[config.mk]
export PLATFORM = sky130hd
export DESIGN_NAME = mode_sequencer_flat
export DESIGN_NICKNAME = d
export VERILOG_FILES = /design/src/rtl/mode_sequencer_if.sv /design/src/rtl/mode_sequencer.sv /design/src/flat_wrapper.sv
export SDC_FILE = /design/constraint.sdc
export NUM_CORES = 1
export LEC_CHECK = 0
export CAP_MARGIN = 25
export CELL_PAD_IN_SITES_DETAIL_PLACEMENT = 0
export CELL_PAD_IN_SITES_GLOBAL_PLACEMENT = 1
export CORE_MARGIN = 8
export CORE_UTILIZATION = 25
export DETAILED_ROUTE_END_ITERATION = 16
export PLACE_DENSITY_LB_ADDON = 0.1
export SLEW_MARGIN = 20
export SYNTH_ARGS = -nofsm -noshare
export SYNTH_HDL_FRONTEND = slang
export SYNTH_SLANG_ARGS = --single-unit
[constraint.sdc]
create_clock -name clk -period 3.6 [get_ports clk]
set_clock_uncertainty 0.1 [all_clocks]
set_input_delay 0.9 -clock clk [delete_from_list [all_inputs] [get_ports clk]]
set_output_delay 0.9 -clock clk [all_outputs]
set_load 0.05 [all_outputs]
[src/rtl/mode_sequencer_if.sv]
// Mode request / status bundle between the hood controllers and mode_sequencer.
// master drives enable and toggle requests; slave (the sequencer) returns the mode status.
interface mode_sequencer_if #(
    parameter int unsigned SEC_W = 8
);
    logic             enable;
    logic [3:0]       req;
    logic [1:0]       current_mode;
    logic             mode_changed;
    logic             cooldown_active;
    logic [SEC_W-1:0] sec_remaining;

    modport master (
        output enable, req,
        input  current_mode, mode_changed, cooldown_active, sec_remaining
    );

    modport slave (
        input  enable, req,
        output current_mode, mode_changed, cooldown_active, sec_remaining
    );
endinterface

[src/rtl/mode_sequencer.sv]
// Exhaust hood fan mode FSM: request arbitration, hurricane run timer and cooldown run-on.
// Optional HURRICANE_ONCE_EN: THIRD may be entered from STANDBY only once per enable session.
module mode_sequencer #(
    parameter int unsigned TICK_DIV      = 100_000_000,
    parameter int unsigned HURRICANE_SEC = 60,
    parameter int unsigned COOLDOWN_SEC  = 60,
    parameter int unsigned SEC_W         = 8
) (
    input logic             clk,
    input logic             rst,
    mode_sequencer_if.slave bus
);
    localparam int unsigned PRESC_W = (TICK_DIV > 1) ? $clog2(TICK_DIV) : 1;

    typedef enum logic [2:0] {StStandby, StFirst, StSecond, StThird, StCooldown} state_e;

    state_e             state_q, state_d;
    logic [SEC_W-1:0]   sec_q, sec_d;
    logic [PRESC_W-1:0] presc_q, presc_d;
    logic               changed_q, changed_d;
    logic [3:0]         legal, grant;
    logic               timed, tick;
`ifdef HURRICANE_ONCE_EN
    logic               used_q, used_d;
`endif

    function automatic logic [1:0] mode_of(state_e s);
        case (s)
            StFirst:  return 2'd1;
            StSecond: return 2'd2;
            StThird:  return 2'd3;
            default:  return 2'd0;
        endcase
    endfunction

    always_ff @(posedge clk) begin
        if (rst) begin
            state_q   <= StStandby;
            sec_q     <= '0;
            presc_q   <= '0;
            changed_q <= 1'b0;
        end else begin
            state_q   <= state_d;
            sec_q     <= sec_d;
            presc_q   <= presc_d;
            changed_q <= changed_d;
        end
    end

`ifdef HURRICANE_ONCE_EN
    always_ff @(posedge clk) begin
        if (rst) used_q <= 1'b0;
        else     used_q <= used_d;
    end
`endif

    always_comb begin
        state_d = state_q;
        sec_d   = sec_q;
        presc_d = '0;
        legal   = 4'b0000;
`ifdef HURRICANE_ONCE_EN
        used_d  = used_q;
`endif
        case (state_q)
`ifdef HURRICANE_ONCE_EN
            StStandby:         legal = used_q ? 4'b0110 : 4'b1110;
`else
            StStandby:         legal = 4'b1110;
`endif
            StFirst, StSecond: legal = 4'b0111;
            StThird:           legal = 4'b0001;
            default:           legal = 4'b0000;
        endcase
        grant = bus.req & legal;
        timed = (state_q == StThird) || (state_q == StCooldown);
        tick  = timed && (presc_q == PRESC_W'(TICK_DIV - 1));

        if (timed) begin
            presc_d = tick ? '0 : presc_q + 1'b1;
            if (tick) sec_d = sec_q - 1'b1;
        end

        // Lowest legal bit wins; a grant for the current mode leaves state_d unchanged.
        if (grant[0])      state_d = (state_q == StThird) ? StCooldown : StStandby;
        else if (grant[1]) state_d = StFirst;
        else if (grant[2]) state_d = StSecond;
        else if (grant[3]) state_d = StThird;
        else if (tick && sec_q == SEC_W'(1))
            state_d = (state_q == StThird) ? StSecond : StStandby;

        if (state_d != state_q) begin
            presc_d = '0;
            case (state_d)
                StThird: begin
                    sec_d = SEC_W'(HURRICANE_SEC);
`ifdef HURRICANE_ONCE_EN
                    used_d = 1'b1;
`endif
                end
                StCooldown: sec_d = SEC_W'(COOLDOWN_SEC);
                default:    sec_d = '0;
            endcase
        end

        if (!bus.enable) begin
            state_d = StStandby;
            sec_d   = '0;
            presc_d = '0;
`ifdef HURRICANE_ONCE_EN
            used_d  = 1'b0;
`endif
        end

        changed_d = mode_of(state_d) != mode_of(state_q);
    end

    always_comb begin
        bus.current_mode    = mode_of(state_q);
        bus.mode_changed    = changed_q;
        bus.cooldown_active = (state_q == StCooldown);
        bus.sec_remaining   = sec_q;
    end
endmodule

[src/flat_wrapper.sv]
// flat-port wrapper written by rule: the top's interface ports become plain ports
module mode_sequencer_flat 
#(
    parameter int unsigned TICK_DIV      = 100_000_000,
    parameter int unsigned HURRICANE_SEC = 60,
    parameter int unsigned COOLDOWN_SEC  = 60,
    parameter int unsigned SEC_W         = 8
)
  (clk, rst, bus_enable, bus_req, bus_current_mode, bus_mode_changed, bus_cooldown_active, bus_sec_remaining);
  mode_sequencer_if #(.SEC_W(SEC_W)) bus_i ();
  input logic clk;
  input logic rst;
  input wire logic [$bits(bus_i.enable)-1:0] bus_enable;
  input wire logic [$bits(bus_i.req)-1:0] bus_req;
  output wire logic [$bits(bus_i.current_mode)-1:0] bus_current_mode;
  output wire logic [$bits(bus_i.mode_changed)-1:0] bus_mode_changed;
  output wire logic [$bits(bus_i.cooldown_active)-1:0] bus_cooldown_active;
  output wire logic [$bits(bus_i.sec_remaining)-1:0] bus_sec_remaining;
  assign bus_i.enable = bus_enable;
  assign bus_i.req = bus_req;
  assign bus_current_mode = bus_i.current_mode;
  assign bus_mode_changed = bus_i.mode_changed;
  assign bus_cooldown_active = bus_i.cooldown_active;
  assign bus_sec_remaining = bus_i.sec_remaining;
  mode_sequencer #(.TICK_DIV(TICK_DIV), .HURRICANE_SEC(HURRICANE_SEC), .COOLDOWN_SEC(COOLDOWN_SEC), .SEC_W(SEC_W)) u_core (.clk(clk), .rst(rst), .bus(bus_i));
endmodule
==> flow_metrics.env, run 1 <==
export IMPL_grt_overflow=0
export IMPL_worstReg2RegStart="u_core.presc_q[0]"
export IMPL_ys_types=44
export IMPL_async_flop_share=0
export IMPL_htree_levels=2
export IMPL_hold_worst_slack_ns=0.362
export IMPL_num_vias=1658
export IMPL_ys_seq_elements=39
export IMPL_final_nets=273
export IMPL_rsz0062_at_grt="false"
export IMPL_yosys_area_share_simple=0.309
export IMPL_max_slew_margin=0.587
export IMPL_arrival_ns=2.17
export IMPL_reg2regPathDepth=7
export IMPL_globalplace_congestion=0.701
export IMPL_power_density_nw_per_um2=347
export IMPL_synth_edf_count=0
export IMPL_synth_cells=240
export IMPL_ys_seq_area_frac=0.394
export IMPL_yosys_warnings=0
export IMPL_dp_hpwl_um=3440
export IMPL_ios=19
export IMPL_grt_pass1_vias=1690
export IMPL_ys_flop_type="dfxtp_1"
export IMPL_irDropWorstVdd_mv=0.121
export IMPL_yosys_area_share_xor_xnor=0.137
export IMPL_crit_path_end="bus_current_mode[0]"
export IMPL_synth_top_family_by_area="simple AND/OR/NAND/NOR gates"
export IMPL_grt_antenna_before_repair=0
export IMPL_io_buffers=18
export IMPL_r2r_slack_ns=0.75
export IMPL_routed_wl_um=4790
export IMPL_setup_tns_final_ns=0
export IMPL_hold_start="u_core.presc_q[0]"
export IMPL_path_max_fanout=14
export IMPL_setup_viol=0
export IMPL_r2r_end="u_core.bus.sec_remaining[4]"
export IMPL_synth_adder_area_share=0.0189
export IMPL_syn_area_um2=1980
export IMPL_cts_root_buf="clkbuf_8"
export IMPL_clockBufferDepth=2
export IMPL_numCtsBuffers=5
export IMPL_die_x_um=105
export IMPL_post_route_period_util=0.881
export IMPL_first_pass_iters=4
export IMPL_synth_compound_area_frac=0.113
export IMPL_holdBufCountCts=0
export IMPL_outcome="completed"
export IMPL_synthMuxAreaShare=0
export IMPL_fmax_mhz=315
export IMPL_via_per_inst=4.54
export IMPL_path_class="reg2out"
export IMPL_track_usage=0.0927
export IMPL_die_area_um2=11000
export IMPL_syn_area_per_cell_um2=8.26
export IMPL_grt_pass1_wl_um=8430
export IMPL_synth_nets=250
export IMPL_hold_viol_final=0
export IMPL_final_core_util=0.311
export IMPL_cp_required_ns=2.60
export IMPL_cts_resized=0
export IMPL_report_final_slew_viol_count=0
export IMPL_drive_gt1_frac=0.0570
export IMPL_grt_max_degree=28
export IMPL_clock_latency_ns=0.29
export IMPL_n_antenna_cell=0
export IMPL_post_cts_buffers=0
export IMPL_ant_nets=0
export IMPL_core_um2=7690
export IMPL_end_kind="primary output"
export IMPL_worstSetupStartpointType="flip-flop"
export IMPL_wl_per_cell_um=13.1
export IMPL_cp_startpoint="u_core.state_q[0]"
export IMPL_worst_hold_path_type="reg2reg"
export IMPL_clk_pin_slew_ns=0.07
export IMPL_drt_iter0_drc=60
export IMPL_worstMarginPinSlew_ns=0.614
export IMPL_maxCapViolations=0
export IMPL_cts_sinks=39
export IMPL_p_leak_nw=0.770
export IMPL_finalCriticalPeriod_ns=3.17
export IMPL_start_util=0.258
export IMPL_route_detailed_drc=0
export IMPL_placementRows=32
export IMPL_die_height_um=105
export IMPL_area_growth_pct=20.7
export IMPL_cts_tree="yes"
-- metal layers --
layer	track usage	vias to the layer above	share of wire
li1	-	883	-
met1	0.123	752	0.53
met2	0.137	17	0.42
met3	0.0276	6	0.035
met4	0.0367	0	0.016
met5	0	-	0
-- worst min path at each step --
stage                                   end  slack, ns  cells past startpoint
after floorplan           u_core.presc_q[0]       0.33                      1
after global placement    u_core.presc_q[0]       0.35                      1
after detailed placement  u_core.presc_q[0]       0.36                      1
after CTS                 u_core.presc_q[0]       0.37                      1
after global routing      u_core.presc_q[0]       0.39                      1
final                     u_core.presc_q[0]       0.36                      1
-- state kept, by name (all words and copies together) (netlist names) --
signal                    cells
u_core.presc_q               27
u_core.state_q                3
u_core.bus.mode_changed       1
u_core.bus.sec_remaining      8
-- area by class of cell --
type | instances | area, um^2
Sequential cell | 39 | 781
Inverter | 7 | 26.3
Tap cell | 102 | 128
Clock inverter | 1 | 5.00
Multi-Input combinational cell | 186 | 1140
Fill cell | 831 | 5300
Timing Repair Buffer | 24 | 225
Clock buffer | 6 | 82.6
-- where the power goes --
| group | internal [mW] | switching [mW] |
|---|---|---|
| Sequential | 0.436 | 0.00639 |
| Combinational | 0.0328 | 0.0472 |
| Clock | 0.151 | 0.157 |
-- synthesized netlist by cell type, types with 2 or more instances --
cell type,n,share of area
a211oi_1,3,0.011
a21oi_1,12,0.030
and2_1,2,0.0063
and3_1,6,0.019
and4_1,3,0.013
clkbuf_1,7,0.013
dfxtp_1,39,0.39
ha_1,3,0.019
inv_1,7,0.013
nand2_1,15,0.028
nand2b_1,2,0.0063
nand3_1,11,0.028
nand4_1,9,0.028
nand4b_1,2,0.0088
nor2_1,46,0.087
nor2b_1,4,0.013
nor3_1,3,0.0076
nor4_1,5,0.016
o211ai_1,2,0.0076
o21ai_0,2,0.0051
o32a_1,2,0.010
or3_1,4,0.013
xnor2_1,12,0.053
xor2_1,19,0.084
-- through the flow --
stage	cells	total power, mW	setup WS, ns	area [um^2]
2_1_floorplan	240	0.502	0.232	1980
3_3_place_gp	358	0.533	0.447	2300
3_5_place_dp	358	0.532	0.441	2300
4_1_cts	365	0.842	0.441	2390
5_1_grt	365	0.869	0.312	2390
6_report	365	0.830	0.428	2390
-- critical path, cell delays in order, from the launching register on --
cell             delay, ns
dfxtp_1               0.60
inv_1                 0.14
nor2_1                0.27
clkdlybuf4s50_1       0.87
-- cell families after synthesis --
family	count (synthesis)
AND/OR/NAND/NOR	119
flip-flops	39
AO/OA/AOI/OAI	33
XOR/XNOR	31
buffers and inverters	15
adder cells (fa/ha/maj)	3
-- layout by cell type (no fill, tap or decap), types with 2 or more instances in the layout --
cell type        count
nor2_1              46
dfxtp_1             39
xor2_1              19
clkdlybuf4s50_1     18
nand2_1             15
a21oi_1             12
xnor2_1             12
nand3_1             11
nand4_1              9
inv_1                7
and3_1               6
clkbuf_8             6
buf_4                6
nor4_1               5
nor2b_1              4
or3_1                4
nor3_1               3
a211oi_1             3
and4_1               3
ha_1                 3
nand2b_1             2
o21ai_0              2
o211ai_1             2
and2_1               2
nand4b_1             2
o32a_1               2
(Power assumes the default switching activity.)
==> run 2, diff against run 1 <==
--- a/config.mk
+++ b/config.mk
@@ -5,13 +5,14 @@
 export SDC_FILE = /design/constraint.sdc
 export NUM_CORES = 1
 export LEC_CHECK = 0
+export ABC_AREA = 1
 export CAP_MARGIN = 25
 export CELL_PAD_IN_SITES_DETAIL_PLACEMENT = 0
 export CELL_PAD_IN_SITES_GLOBAL_PLACEMENT = 1
-export CORE_MARGIN = 8
+export CORE_MARGIN = 4
 export CORE_UTILIZATION = 25
 export DETAILED_ROUTE_END_ITERATION = 16
-export PLACE_DENSITY_LB_ADDON = 0.1
+export PLACE_DENSITY_LB_ADDON = 0.08
 export SLEW_MARGIN = 20
 export SYNTH_ARGS = -nofsm -noshare
 export SYNTH_HDL_FRONTEND = slang
==> run 2 against run 1 <==
Against the previous run: critical endpoint unchanged; synthesized area increased by 12%; sequential share of layout area decreased by 2.7 points; largest cell class unchanged; non-clock buffer count decreased by 5; largest power group unchanged; core utilization decreased by 1.1 points; critical path depth unchanged; power increased by 11%.
==> flow_metrics.env, run 2 <==
export IMPL_outcome="completed"
export IMPL_ys_top_cells_by_area="dfxtp_1 (35%), nor2_1 (9.5%), xor2_1 (9.1%)"
export IMPL_yosys_warnings=0
export IMPL_layoutNonFillerInstCount=432
export IMPL_yosys_area_share_xor_xnor=0.127
export IMPL_synth_compound_area_frac=0.0158
export IMPL_grt_antenna_before_repair=0
export IMPL_final_common_cell="nor2_1"
export IMPL_wl_per_cell_um=10.5
export IMPL_reg2regPathDepth=14
export IMPL_end_kind="primary output"
export IMPL_irDropWorstVdd_mv=0.126
export IMPL_clock_power_share=0.357
export IMPL_die_height_um=102
export IMPL_cp_startpoint="u_core.state_q[0]"
export IMPL_ys_flop_type="dfxtp_1"
export IMPL_die_area_um2=10400
export IMPL_largest_reg_flops=27
export IMPL_n_antenna_cell=0
export IMPL_via_per_inst=4.03
export IMPL_globalplace_congestion=0.738
export IMPL_switching_share=0.276
export IMPL_rsz0062_at_grt="false"
export IMPL_setup_viol=0
export IMPL_clockBufferDepth=2
export IMPL_routed_wl_um=4540
export IMPL_dp_cells=424
export IMPL_p_comb_frac=0.157
export IMPL_top_register="u_core.presc_q"
export IMPL_final_nets=333
export IMPL_route_detailed_drc=0
export IMPL_holdBufCountCts=0
export IMPL_dp_hpwl_um=3430
export IMPL_clock_latency_ns=0.29
export IMPL_worstReg2RegStart="u_core.presc_q[0]"
export IMPL_worst_hold_path_type="reg2reg"
export IMPL_start_util=0.255
export IMPL_first_pass_iters=4
export IMPL_final_core_util=0.300
export IMPL_post_cts_buffers=0
export IMPL_area_growth_pct=17.7
export IMPL_synth_common_cells="nor2_1 (56), nand2_1 (51), inv_1 (42)"
export IMPL_max_slew_margin=0.629
export IMPL_seq_power_share=0.487
export IMPL_cts_root_buf="clkbuf_8"
export IMPL_synth_top_family_by_area="simple AND/OR/NAND/NOR gates"
export IMPL_synth_adder_area_share=0.0170
export IMPL_finalCriticalPeriod_ns=2.83
export IMPL_worstSetupStartpointType="flip-flop"
export IMPL_final_cell_mix="nor2_1 (56), nand2_1 (51), inv_1 (42), dfxtp_1 (39), xor2_1 (23)"
export IMPL_async_flop_share=0
export IMPL_maxCapViolations=0
export IMPL_die_x_um=102
export IMPL_ys_seq_area_frac=0.353
export IMPL_slowest_delay_ns=0.84
export IMPL_p_total_mw=0.918
export IMPL_synth_most_common_cell="nor2_1"
export IMPL_num_vias=1743
export IMPL_cts_sinks=39
export IMPL_core_um2=8680
export IMPL_synth_top_area_frac=0.353
export IMPL_syn_area_um2=2210
export IMPL_path_max_fanout=5
export IMPL_worstPathCellList="inv_1 > nor2_1 > clkdlybuf4s50_1"
export IMPL_syn_area_per_cell_um2=7.40
export IMPL_fmax_mhz=353
export IMPL_p_switching_mw=0.253
export IMPL_yosysTopAreaCell="dfxtp_1"
export IMPL_cts_resized=0
export IMPL_synth_nets=309
export IMPL_numCtsBuffers=5
export IMPL_track_usage=0.0987
export IMPL_post_route_period_util=0.787
export IMPL_hold_viol_final=0
export IMPL_report_final_slew_viol_count=0
export IMPL_ys_seq_elements=39
export IMPL_arrival_ns=1.83
export IMPL_power_density_nw_per_um2=352
export IMPL_synth_cells=299
export IMPL_p_int_mw=0.665
export IMPL_r2r_end="u_core.presc_q[17]"
export IMPL_setup_tns_final_ns=0
export IMPL_grt_max_degree=28
export IMPL_place_area_um2=2500
export IMPL_ys_types=26
export IMPL_drive_gt1_frac=0.148
export IMPL_clk_pin_slew_ns=0.08
export IMPL_p_leak_nw=0.951
export IMPL_yosys_area_share_simple=0.397
export IMPL_cp_required_ns=2.60
export IMPL_r2r_slack_ns=0.89
export IMPL_drt_iter0_drc=54
export IMPL_crit_path_end="bus_current_mode[0]"
export IMPL_htree_levels=2
export IMPL_stdcell_area_um2=2610
export IMPL_grt_overflow=0
export IMPL_synthMuxAreaShare=0
export IMPL_io_buffers=18
export IMPL_ant_nets=0
export IMPL_synth_edf_count=0
export IMPL_ios=19
export IMPL_cp_slowest_cell="clkdlybuf4s50_1"
export IMPL_placementRows=34
export IMPL_grt_pass1_wl_um=8220
export IMPL_path_class="reg2out"
export IMPL_cts_tree="yes"
export IMPL_grt_pass1_vias=1798
export IMPL_worstMarginPinSlew_ns=0.556
export IMPL_fillers=961
==> run 2: changes by cell type after synthesis, sizes merged, moves of 3 or more <==
cell and delta:
a211oi -3, a21oi -10, and3 -6, and4 -3, clkbuf -7, inv +38, nand2 +39, nand3 +11
nor2 +34, nor2b -4, nor4 -4, or3 -4, xnor2 -3, xor2 +4
==> run 2: through the flow <==
step	hold WS, ns	setup WS (ns)
final	0.359	0.765
after global routing	0.393	0.530
after CTS	0.366	0.742
after detailed placement	0.349	0.535
after global placement	0.346	0.574
after floorplan	0.327	1.31
==> run 2: worst max-delay path, delay by kind of cell (launching register included) <==
family	cells	cell delay [ns]
flops	1	0.43
buf+inv	2	0.93
simple gates	1	0.19
==> run 2: kinds of logic (layout without fill, tap and decap cells) <==
family                   Yosys count  in the layout
flip-flops                        39             39
adder cells (fa/ha/maj)            3              3
XOR/XNOR                          32             32
AND/OR/NAND/NOR                  172            172
buffers and inverters             47             72
AO/OA/AOI/OAI                      6              6
==> run 2: worst min path at each step <==
stage / from / endpoint / slack [ns] / depth (start not counted)
after floorplan: u_core.presc_q[0] / u_core.presc_q[0] / 0.33 / 1
after global placement: u_core.presc_q[0] / u_core.presc_q[0] / 0.35 / 1
after detailed placement: u_core.presc_q[0] / u_core.presc_q[0] / 0.35 / 1
after CTS: u_core.presc_q[0] / u_core.presc_q[0] / 0.37 / 1
after global routing: u_core.presc_q[0] / u_core.presc_q[0] / 0.39 / 1
final: u_core.presc_q[0] / u_core.presc_q[0] / 0.36 / 1
==> run 2: power groups by stage <==
stage,clock network (mW),logic [mW],registers (mW)
6_report,0.327,0.144,0.447
5_1_grt,0.367,0.162,0.448
4_1_cts,0.347,0.146,0.447
3_5_place_dp,0,0.145,0.457
3_3_place_gp,0,0.147,0.457
2_1_floorplan,0,0.0852,0.476
==> run 2: metal layers <==
metal / vias to the layer above / global-route usage / part of all wire
li1: 962 / - / -
met1: 757 / 0.126 / 0.49
met2: 20 / 0.164 / 0.46
met3: 4 / 0.0259 / 0.038
met4: 0 / 0.0272 / 0.0092
met5: - / 0 / 0
==> run 2: cell type report <==
class / count / area [um^2] / share of cell area
clock buffers: 8 / 100 / 0.0384
inverters: 45 / 169 / 0.0648
multi-input cells: 213 / 1230 / 0.473
flip-flops and latches: 39 / 781 / 0.300
well taps: 108 / 135 / 0.0519
repair buffers: 19 / 188 / 0.0720
